$ cat src/rtl/imm_pipe_stage_pkg.sv
`default_nettype none
// ============================================================================
// imm_pipe_stage_pkg : immediate-mode encodings, prefix FSM state, widths
// Rev 1.0
// ============================================================================
package imm_pipe_stage_pkg;

    localparam logic [2:0] IMM_U8  = 3'b000;
    localparam logic [2:0] IMM_S6  = 3'b001;
    localparam logic [2:0] IMM_U3  = 3'b010;
    localparam logic [2:0] IMM_S5  = 3'b011;
    localparam logic [2:0] IMM_PFX = 3'b100;

    localparam int PFX_W = 12;

    typedef enum logic [0:0] {
        ST_IDLE  = 1'b0,
        ST_ARMED = 1'b1
    } pfx_state_e;

endpackage
`default_nettype wire

$ cat src/rtl/imm_pipe_stage_field.sv
`default_nettype none
// ============================================================================
// imm_field_extract : combinational immediate field decode and extension
// Rev 1.0
// ============================================================================
module imm_field_extract
    import imm_pipe_stage_pkg::*;
#(
    parameter int IMM_W     = 16,
    parameter int PREFIX_EN = 1
) (
    input  logic [PFX_W-1:0] instr_lo_i,
    input  logic [2:0]       imm_src_i,
    output logic [3:0]       raw_lo_o,
    output logic [IMM_W-1:0] ext_o,
    output logic             is_pfx_o,
    output logic             illegal_o
);

    // raw_lo_o is the low nibble of the unextended field, used to build prefixed values
    always_comb begin
        raw_lo_o  = 4'd0;
        ext_o     = '0;
        is_pfx_o  = 1'b0;
        illegal_o = 1'b0;
        case (imm_src_i)
            IMM_U8: begin
                raw_lo_o = instr_lo_i[7:4];
                ext_o    = IMM_W'(instr_lo_i[11:4]);
            end
            IMM_S6: begin
                raw_lo_o = instr_lo_i[3:0];
                ext_o    = IMM_W'($signed(instr_lo_i[5:0]));
            end
            IMM_U3: begin
                raw_lo_o = {1'b0, instr_lo_i[5:3]};
                ext_o    = IMM_W'(instr_lo_i[5:3]);
            end
            IMM_S5: begin
                raw_lo_o = instr_lo_i[3:0];
                ext_o    = IMM_W'($signed(instr_lo_i[4:0]));
            end
            IMM_PFX: begin
                if (PREFIX_EN != 0) begin
                    is_pfx_o = 1'b1;
                end else begin
                    illegal_o = 1'b1;
                end
            end
            default: illegal_o = 1'b1;
        endcase
    end

endmodule
`default_nettype wire

$ cat src/rtl/imm_pipe_stage.sv
`default_nettype none
// ============================================================================
// imm_pipe_stage : one-deep immediate-generation pipeline stage with prefix
// Rev 1.0
// ============================================================================
module imm_pipe_stage
    import imm_pipe_stage_pkg::*;
#(
    parameter int INSTR_W   = 16,
    parameter int IMM_W     = 16,
    parameter int PREFIX_EN = 1
) (
    input  logic               clk,
    input  logic               rst_n,
    input  logic               in_valid,
    output logic               in_ready,
    input  logic [INSTR_W-1:0] instruction,
    input  logic [2:0]         imm_src,
    input  logic               flush,
    output logic               out_valid,
    input  logic               out_ready,
    output logic [IMM_W-1:0]   imm_out,
    output logic [INSTR_W-1:0] instr_out,
    output logic               prefixed,
    output logic               illegal,
    output logic               dbl_prefix
);

    pfx_state_e         state_q,  state_d;
    logic [PFX_W-1:0]   prefix_q, prefix_d;
    logic               valid_q,  valid_d;
    logic [IMM_W-1:0]   imm_q,    imm_d;
    logic [INSTR_W-1:0] instr_q,  instr_d;
    logic               pfxd_q,   pfxd_d;
    logic               ill_q,    ill_d;
    logic               dbl_q,    dbl_d;

    logic [3:0]         w_raw_lo;
    logic [IMM_W-1:0]   w_ext;
    logic [IMM_W-1:0]   w_pfx_imm;
    logic [15:0]        w_pfx_cat;
    logic               w_is_pfx;
    logic               w_illegal;
    logic               w_xfer_in;
    logic               w_drain;

    imm_field_extract #(
        .IMM_W     (IMM_W),
        .PREFIX_EN (PREFIX_EN)
    ) u_extract (
        .instr_lo_i (instruction[PFX_W-1:0]),
        .imm_src_i  (imm_src),
        .raw_lo_o   (w_raw_lo),
        .ext_o      (w_ext),
        .is_pfx_o   (w_is_pfx),
        .illegal_o  (w_illegal)
    );

    assign in_ready  = !valid_q || out_ready;
    assign w_xfer_in = in_valid && in_ready;
    assign w_drain   = valid_q && out_ready;

    // Prefixed value is a 16-bit signed quantity; the size cast extends or truncates to IMM_W
    assign w_pfx_cat = {prefix_q, w_raw_lo};
    assign w_pfx_imm = IMM_W'($signed(w_pfx_cat));

    always_comb begin
        state_d  = state_q;
        prefix_d = prefix_q;
        valid_d  = valid_q;
        imm_d    = imm_q;
        instr_d  = instr_q;
        pfxd_d   = pfxd_q;
        ill_d    = ill_q;
        dbl_d    = 1'b0;
        if (flush) begin
            valid_d = 1'b0;
            state_d = ST_IDLE;
        end else if (w_xfer_in && w_is_pfx) begin
            // A prefix is absorbed; any result being drained this cycle leaves the register empty
            prefix_d = instruction[PFX_W-1:0];
            state_d  = ST_ARMED;
            dbl_d    = (state_q == ST_ARMED);
            valid_d  = 1'b0;
        end else if (w_xfer_in) begin
            valid_d = 1'b1;
            instr_d = instruction;
            ill_d   = w_illegal;
            state_d = ST_IDLE;
            if (w_illegal) begin
                imm_d  = '0;
                pfxd_d = 1'b0;
            end else if (state_q == ST_ARMED) begin
                imm_d  = w_pfx_imm;
                pfxd_d = 1'b1;
            end else begin
                imm_d  = w_ext;
                pfxd_d = 1'b0;
            end
        end else if (w_drain) begin
            valid_d = 1'b0;
        end
    end

    always_ff @(posedge clk or negedge rst_n) begin
        if (!rst_n) begin
            state_q  <= ST_IDLE;
            prefix_q <= '0;
            valid_q  <= 1'b0;
            imm_q    <= '0;
            instr_q  <= '0;
            pfxd_q   <= 1'b0;
            ill_q    <= 1'b0;
            dbl_q    <= 1'b0;
        end else begin
            state_q  <= state_d;
            prefix_q <= prefix_d;
            valid_q  <= valid_d;
            imm_q    <= imm_d;
            instr_q  <= instr_d;
            pfxd_q   <= pfxd_d;
            ill_q    <= ill_d;
            dbl_q    <= dbl_d;
        end
    end

    assign out_valid  = valid_q;
    assign imm_out    = imm_q;
    assign instr_out  = instr_q;
    assign prefixed   = pfxd_q;
    assign illegal    = ill_q;
    assign dbl_prefix = dbl_q;

endmodule
`default_nettype wire

$ cat config.mk
export PLATFORM = sky130hd
export DESIGN_NAME = imm_pipe_stage
export DESIGN_NICKNAME = d
export VERILOG_FILES = /design/src/rtl/imm_pipe_stage_pkg.sv /design/src/rtl/imm_pipe_stage_field.sv /design/src/rtl/imm_pipe_stage.sv
export SDC_FILE = /design/constraint.sdc
export NUM_CORES = 1
export LEC_CHECK = 0
export ABC_AREA = 1
export ABC_CLOCK_PERIOD_IN_PS = 1400
export CORE_MARGIN = 2
export CORE_UTILIZATION = 40
export DETAILED_ROUTE_END_ITERATION = 12
export PLACE_DENSITY = 0.67
export RECOVER_POWER = 25
export SYNTH_ARGS = -nofsm -noshare
export SYNTH_HDL_FRONTEND = slang
export SYNTH_SLANG_ARGS = --single-unit
$ cat constraint.sdc
create_clock -name clk -period 1.4 [get_ports clk]
set_input_delay 0.28 -clock clk [delete_from_list [all_inputs] [get_ports clk]]
set_output_delay 0.28 -clock clk [all_outputs]
set_load 0.05 [all_outputs]
Yosys cells after proc, flatten, opt, wreduce, memory -nomap -nowiden
Index checks and enable logic that the tools add are counted.
{ "classes": {"n_addsub": 0, "n_mul": 0, "n_reduce_logical": 12, "n_bitwise": 2, "n_mux": 17, "shifts": 0, "order_cmp": 0, "div_mod_pow": 0, "eq_ne": 4} }
{ "op_table": {"columns": ["op", "count"], "rows": [
  ["$pmux 16 s4", 1],
  ["$mux 16", 2],
  ["$mux 1", 13],
  ["$pmux 4 s3", 1],
  ["$eq 3x2->1 const B", 2],
  ["$reduce_or 5->1", 1],
  ["$reduce_bool 4->1", 1],
  ["$eq 3x1->1 const B", 1],
  ["$eq 3x3->1 const B", 1],
  ["$logic_and 1x1->1", 3],
  ["$logic_not 3->1", 1],
  ["$reduce_and 3->1", 1],
  ["$reduce_bool 3->1", 1],
  ["$not 1->1", 2],
  ["$reduce_and 2->1", 1],
  ["$reduce_or 2->1", 1],
  ["$logic_not 1->1", 1],
  ["$logic_or 1x1->1", 1]
]} }
{ "word_totals": {"regBits": 49, "word_cells": 43, "mem_count": 0, "rom_bits": 0, "latch_bits": 0, "out_inout_bits": 37, "mem_bits_rw": 0} }

Longest topological paths before layout
Gate-level depths: netlist of run 1.
{ "depth": {"depth_word": 6, "depth_mapped": 8, "ltp_nobuf": 7} }

Modules after synthesis
From an unflattened synthesis of run 1, not the netlist that was laid out.
{ "unflattened": {"hier_cells": 363, "hier_area_um2": 2543.7} }
{ "by_module_without_submodules": {"columns": ["module", "area_per_inst_um2", "seq_area_each_um2", "n_inst", "cells_each"], "rows": [
  ["imm_pipe_stage", 2309.7, 1226.2, 1, 314],
  ["imm_field_extract", 234.0, 0.0, 1, 49]
]} }

Worst setup path after synthesis of run 1
Ideal clock, no wire load.
{ "synth_timing": {"kind": "reg-to-reg", "from": "register valid_q (netlist: out_valid)", "to": "register imm_q[0] (netlist: imm_out[0])", "required_ps": 1283, "path_stages_with_launch": 8, "setup_ps": 117, "period_less_slack_ps": 1879, "t_arrival_ps": 1762, "setup_slack_ps": -479, "path_cell_list": "dfrtp_1 > nand2_1 > nand3_4 > nor2_8 > inv_8 > buf_12 > nand2_4 > nand2_2"} }
{ "synth_between": {"elab_chain_len": 6} }
{ "synth_rtl": {"columns": ["element", "line_no", "rtl"], "rows": [
  ["start, declared", "imm_pipe_stage.sv:31", "logic valid_q, valid_d;"],
  ["start signal, assigned", "imm_pipe_stage.sv:118", "valid_q <= valid_d;"],
  ["$logic_not 1->1 (*)", "imm_pipe_stage.sv:59", "assign in_ready = !valid_q || out_ready;"],
  ["$logic_or 1x1->1 (*)", "imm_pipe_stage.sv:59", null],
  ["net in_ready", "imm_pipe_stage.sv:16", "output logic in_ready,"],
  ["$logic_and 1x1->1 (*)", "imm_pipe_stage.sv:60", "assign w_xfer_in = in_valid && in_ready;"],
  ["$logic_and 1x1->1", "imm_pipe_stage.sv:79", "end else if (w_xfer_in && w_is_pfx) begin"],
  ["$not 1->1 (no line)", null, null],
  ["$reduce_and 3->1 (no line) (*)", null, null],
  ["end signal, assigned", "imm_pipe_stage.sv:119", "imm_q <= imm_d;"],
  ["end, declared", "imm_pipe_stage.sv:32", "logic [IMM_W-1:0] imm_q, imm_d;"]
]} }
The timed path passes the listed nets; every way through them passes the cells marked *.
A chain may end at the register's enable or synchronous reset.

Final worst setup path of run 1
{ "layout_timing": {"from": "input port out_ready", "to": "output port in_ready"} }
{ "layout_between": {"elab_chain_len": 1} }
{ "layout_rtl": {"columns": ["element", "line_no", "rtl"], "rows": [
  ["start, declared", "imm_pipe_stage.sv:21", "input logic out_ready,"],
  ["$logic_or 1x1->1", "imm_pipe_stage.sv:59", null],
  ["end, declared", "imm_pipe_stage.sv:16", null]
]} }
Every way passes these cells.

==> metrics.yaml, run 1 <==
clock_network:
  numCtsBuffers: 5
  htreeDepth: 2
  clock-sinks: 49
  cts_tree: "done"
  insertion_delay_ns: 0.30
  cts_setup_buffers: 0
  clockBufferDepth: 2
  root_buffer: "clkbuf_8"
  clkTransAtPathRegs_ns: 0.08
global_routing:
  grt_max_degree: 50
  grt_pass1_vias: 2048
  grt_overflow: 0
  grt_usage_pct: 17.19
  grt_pass1_wl_um: 9611
  grt_antenna_before_repair: 0
layout:
  layout_commonest_cell: "nand2_1"
  final_core_util_pct: 61.61
  area_growth_pct: 51.30
  drive_above_1_share_pct: 40.28
  fillers: 514
  fin_area_mm2: 0.003845
  layout_common_cells: "nand2_1, dfrtp_1, buf_12, nand2_4, nand2_2"
  antenna_cells: 0
  fin_nets: 379
timing:
  worst_pin_slew_ns: 0.6595
  relSlewSlack_pct: 56.03
  hold_violations: 0
  setup_viol: 0
  finClkSkew_ns: 0.003823
  drv_slew: 0
  rsz0062_at_grt: "false"
  max_freq_mhz: 759.9
  finalCritPeriodShare_pct: 94.00
  setup_tns_ns: 0
  fin_crit_ns: 1.316
worst_setup_path:
  critPathCaptureType: "output pin"
  critPathArrivalTime_ns: 1.04
  path_class: "input port to output pin"
  start_kind: "input port"
  r2r_slack_ns: 0.13
  critPathRequiredTime_ns: 1.12
  crit_fanout: 4
floorplan:
  ios: 61
  die_w_um: 83.71
  initial_core_util_pct: 40.72
  fp.coreArea_mm2: 0.006241
  placementRows: 29
  dieArea_mm2: 0.007007
  die_h_um: 83.71
power_and_ir_drop:
  p_leak_nw: 1.967
  peakVddDrop_mv: 0.6268
  powerDensity_mw_per_mm2: 1139
drt:
  wl_per_cell_um: 13.00
  ant_nets: 0
  drt-pass1-iter-count: 4
  route.detailed.drc: 0
  vias: 1988
  drtIter0Drc: 137
  drt_wl_total_um: 5618
  vias_per_cell: 4.602
synth:
  synth_top_area_share_pct: 48.25
  yosys-top-cells-area: "dfrtp_1, nand2_4, nand2_1, nand2_2, nor2_1"
  yosys_warnings: 0
  synth_cell_types: 24
  synth-seq-cells: 49
  syn_nets: 297
  synth-seq-area-share_pct: 48.25
  syn_area_mm2: 0.002541
  synth_top_area_cell: "dfrtp_1"
  syn-mean-instance-area_um2: 9.308
  synth_cells: 273
placement:
  dp_hpwl_um: 4280
  gp_congestion: 0.8341
  place_area_mm2: 0.003761
  io_buffers: 60
outcome:
  outcome: "complete, no violations"
job:
  maxCapViolations: 0
hold_path:
  hold_class: "flip-flop to flip-flop"
[state kept, by name, summed over array words and instances (netlist names)]
name,flops
state_q,1
out_valid,1
prefix_q,12
prefixed,1
imm_out,16
illegal,1
dbl_prefix,1
instr_out,16
[final cells by class]
cell class	instances	area, µm²	area share, %
Clock buffer	7	86.33	2.245
Inverter	12	55.05	1.432
Multi-Input combinational cell	203	1176	30.59
Sequential cell	49	1227	31.92
Tap cell	77	96.34	2.506
Timing Repair Buffer	84	1204	31.30
[per-layer routing]
layer  track usage [%]  up-vias  wire (µm)
met2             28.00       53       2808
met5                 0        -          0
met4             7.331        0        146
met1             23.22      925       2459
li1                  -      998          -
met3             2.077       12        204
[stage by stage]
stage	worst slack [ns]	cells	hold WS (ns)	power, mW
final	0.08405	432	0.4776	4.378
after global routing	0.03286	432	0.5096	4.572
after CTS	0.03316	432	0.4798	4.431
after detailed placement	-0.2860	425	0.2909	3.589
after global placement	-0.2539	425	0.2843	3.565
after floorplan	0.02202	273	-0.01559	2.704
[report_power, final]
group	switching, mW	internal, mW	total [mW]
sequential	0.260	1.62	1.88
clock	0.443	0.392	0.835
combinational	0.857	0.802	1.66
total	1.56	2.82	4.38
[final timing paths]
path                        startpoint             to  cells past startpoint
setup / recovery             out_ready       in_ready                      4
hold / removal             prefix_q[6]    prefix_q[6]                      2
setup reg to reg             out_valid     imm_out[7]                      7
hold reg to reg            prefix_q[6]    prefix_q[6]                      2
max in group asynchronous        rst_n      out_valid                      3
min in group asynchronous        rst_n  instr_out[10]                      3
[critical path: stages]
cell and delay (ns):
clkdlybuf4s50_1 0.47, inv_2 0.06, nand2_8 0.09, buf_12 0.13
[kinds of logic (layout without fill, tap and decap cells)]
| family | after synthesis | after routing | synth area share (%) |
|---|---|---|---|
| AO/OA/AOI/OAI | 3 | 3 | 0.8370 |
| buffers and inverters | 21 | 103 | 6.204 |
| flip-flops | 49 | 49 | 48.25 |
| AND/OR/NAND/NOR | 200 | 200 | 44.71 |
[synth_stat cells]
cell and instances:
nand2_1 89, buf_4 3, buf_2 1, inv_2 2, nand2_2 29, clkinv_1 1
inv_1 7, a21boi_0 1, o21ai_2 1, nand3_1 16, inv_8 1, buf_6 1
o21ai_1 1, inv_4 1, nand3_4 1, dfrtp_1 49, nand2_4 30, nor2_4 3
nor2_1 25, nor2_2 3, clkbuf_1 1, buf_12 3, nor2_8 1, nand4_1 3
[what timing repair did]
action                                  CTS  global route
endpoints found under the setup margin    1            14
hold buffers                              1             0
gates cloned                              0             0
endpoints found under the hold margin    49             0
gates resized for setup                   1             3
(Power assumes the default switching activity.)
==> inputs of run 2 (changes only) <==
--- a/config.mk
+++ b/config.mk
@@ -10,6 +10,7 @@
 export CORE_MARGIN = 2
 export CORE_UTILIZATION = 40
 export DETAILED_ROUTE_END_ITERATION = 12
+export GPL_TIMING_DRIVEN = 1
 export PLACE_DENSITY = 0.67
 export RECOVER_POWER = 25
 export SYNTH_ARGS = -nofsm -noshare
==> results of run 2 <==
The final DEF is identical to that of run 1; final timing and power are the same.
==> inputs of run 3 (changes only) <==
--- a/config.mk
+++ b/config.mk
@@ -13,6 +13,7 @@
 export GPL_TIMING_DRIVEN = 1
 export PLACE_DENSITY = 0.67
 export RECOVER_POWER = 25
+export SKIP_CTS_REPAIR_TIMING = 1
 export SYNTH_ARGS = -nofsm -noshare
 export SYNTH_HDL_FRONTEND = slang
 export SYNTH_SLANG_ARGS = --single-unit
==> run 3 against run 2 <==
  * Final cell count up 0.23%
  * Wire length grew 0.46%
  * Utilization up 0.22 points
  * Critical endpoint unchanged
  * Clock power increased by 0.6%
  * Highest routed layer unchanged
  * Sequential power barely moved
  * First-iteration DRC count shrank 15%
  * Die area stayed put
  * Non-clock buffer count is 1 higher
  * Flip-flop and latch count unchanged
  * Power is 0.21% higher
==> metrics.yaml, run 3 (synthesis gave the netlist of run 1 again) <==
floorplan:
  initial_core_util_pct: 40.72  # unchanged
  dieArea_mm2: 0.007007  # unchanged
  ios: 61  # unchanged
  placementRows: 29  # unchanged
  die_h_um: 83.71  # unchanged
  die_w_um: 83.71  # unchanged
  fp.coreArea_mm2: 0.006241  # unchanged
worst_setup_path:
  path_cells: "nand2_8, buf_6, buf_12"
  cp_num_cells: 3  # -1
  cpPeakStageDelay_ns: 0.46  # about the same
  path_class: "flip-flop to output pin"
  critical-path-slowest-cell: "dfrtp_2"
  start_kind: "flip-flop"
  critPathArrivalTime_ns: 1.10  # +0.06 ns
  r2r-start: "out_valid"
  critPathRequiredTime_ns: 1.12  # about the same
  cp_top_family: "flip-flops"
  crit_fanout: 3  # -1
  ff2ff_path_depth: 7  # unchanged
  path_buf_inv: 2  # -1
  critPathCaptureType: "output pin"
  cp-startpoint: "out_valid"
timing:
  finClkSkew_ns: 0.004024  # +0.0002011 ns
  worst_pin_slew_ns: 0.6590  # -0.0005583 ns
  relSlewSlack_pct: 56.07  # about the same
  finalCritPeriodShare_pct: 98.45  # +4.5 points
  max_freq_mhz: 725.6  # -4.5%
  fin_crit_ns: 1.378  # +0.06230 ns
  drv_slew: 0  # unchanged
  hold_violations: 0  # unchanged
  setup_viol: 0  # unchanged
  rsz0062_at_grt: "true"
  hold_slack_ns: 0.3922  # -0.08549 ns
power_and_ir_drop:
  seq_power_share_pct: 42.9  # about the same
  p_leak_nw: 1.982  # +0.77%
  p_comb_share_pct: 37.9  # about the same
  p_clk_share_pct: 19.1  # about the same
  switching_share_pct: 35.72  # +0.079 points
  powerDensity_mw_per_mm2: 1137  # -0.14%
  switchingPower_mw: 1.567  # +0.44%
  peakVddDrop_mv: 0.6270  # about the same
  intPower_mw: 2.820  # about the same
outcome:
  outcome: "complete, no violations"
drt:
  ant_nets: 0  # unchanged
  vias: 2004  # +0.80%
  drtIter0Drc: 117  # -15%
  vias_per_cell: 4.628  # +0.57%
  wl_per_cell_um: 13.03  # +0.23%
  route.detailed.drc: 0  # unchanged
  drt_wl_total_um: 5644  # +0.46%
  drt-pass1-iter-count: 4  # unchanged
clock_network:
  clkTransAtPathRegs_ns: 0.08  # about the same
  root_buffer: "clkbuf_8"
  clock-sinks: 49  # unchanged
  cts_tree: "done"
  insertion_delay_ns: 0.30  # about the same
  htreeDepth: 2  # unchanged
  numCtsBuffers: 5  # unchanged
  clockBufferDepth: 2  # unchanged
layout:
  fillers: 514  # unchanged
  layout_commonest_cell: "nand2_1"
  final_core_util_pct: 61.83  # +0.22 points
  area_growth_pct: 51.85
  ff_latch_area_mm2: 0.001227  # unchanged
  multi_input_area_mm2: 0.001176  # unchanged
  drive_above_1_share_pct: 40.45  # +0.17 points
  fin_nets: 380  # +0.26%
  antenna_cells: 0  # unchanged
  layout_common_cells: "nand2_1, dfrtp_1, buf_12, nand2_4, nand2_2"
global_routing:
  grt_max_degree: 50  # unchanged
  grt_overflow: 0  # unchanged
  grt_pass1_wl_um: 9611  # unchanged
  grt_pass1_vias: 2049  # +0.049%
  grt_antenna_before_repair: 0  # unchanged
  grt_usage_pct: 17.19  # unchanged
hold_path:
  worstHoldPathCells: 5  # +3
  holdCritStartpoint: "out_ready"
  hold_class: "input port to flip-flop"
placement:
  dp_hpwl_um: 4280  # unchanged
  gp_congestion: 0.8341  # unchanged
  io_buffers: 60  # unchanged
job:
  maxCapViolations: 0  # unchanged
## run 3: cell types whose count changed in the layout (fill, tap and decap cells not counted), sizes merged
cell | previous run | this run
buf | 60 | 61
clkdlybuf4s50 | 20 | 19
dlymetal6s2s | 2 | 3
## run 3: cell type report
cell class / instances / area share [%]
Multi-Input combinational cell: 203 / 30.48
Inverter: 12 / 1.427
Tap cell: 77 / 2.497
Clock buffer: 7 / 2.237
Sequential cell: 49 / 31.81
Timing Repair Buffer: 85 / 31.55
## run 3: worst reg2reg max path: cells and delay by family (launching register included)
kind | cells | cell delay [ns]
and+or+nand+nor | 5 | 0.45
DFF | 1 | 0.47
buffers and inverters | 2 | 0.22
## run 3: routing by layer
layer  vias to the layer above  part of all wire (%)  GRT usage (%)
met2                        43                    50          28.00
li1                        998                     -              -
met3                        12                   3.6          2.077
met5                         -                     0              0
met4                         0                   2.6          7.331
met1                       951                    43          23.22
## run 3: power by group through the flow
stage               Sequential [mW]  Combinational [mW]  Clock (mW)
floorplan                      2.28               0.420           0
global placement               1.91                1.66           0
detailed placement             1.90                1.68           0
CTS                            1.89                1.69       0.860
global route                   1.91                1.76       0.909
finish                         1.88                1.66       0.840
## run 3: final timing paths
check	slack, ns	endpoint
max in group asynchronous	0.29	out_valid
min reg2reg	0.48	prefix_q[6]
min	0.39	out_valid
max reg2reg	0.15	instr_out[8]
min in group asynchronous	0.63	instr_out[10]
max	0.02	in_ready
## run 3: per-stage QoR
stage	setup TNS, ns	instances	cell area (µm²)	power (mW)	setup slack, ns
3_3_place_gp	-10.77	425	3761	3.565	-0.2539
2_1_floorplan	0	273	2559	2.704	0.02202
4_1_cts	-0.07817	432	3847	4.431	-0.07817
3_5_place_dp	-11.77	425	3761	3.589	-0.2860
6_report	0	433	3859	4.387	0.02174
5_1_grt	-0.01895	433	3859	4.575	-0.01895
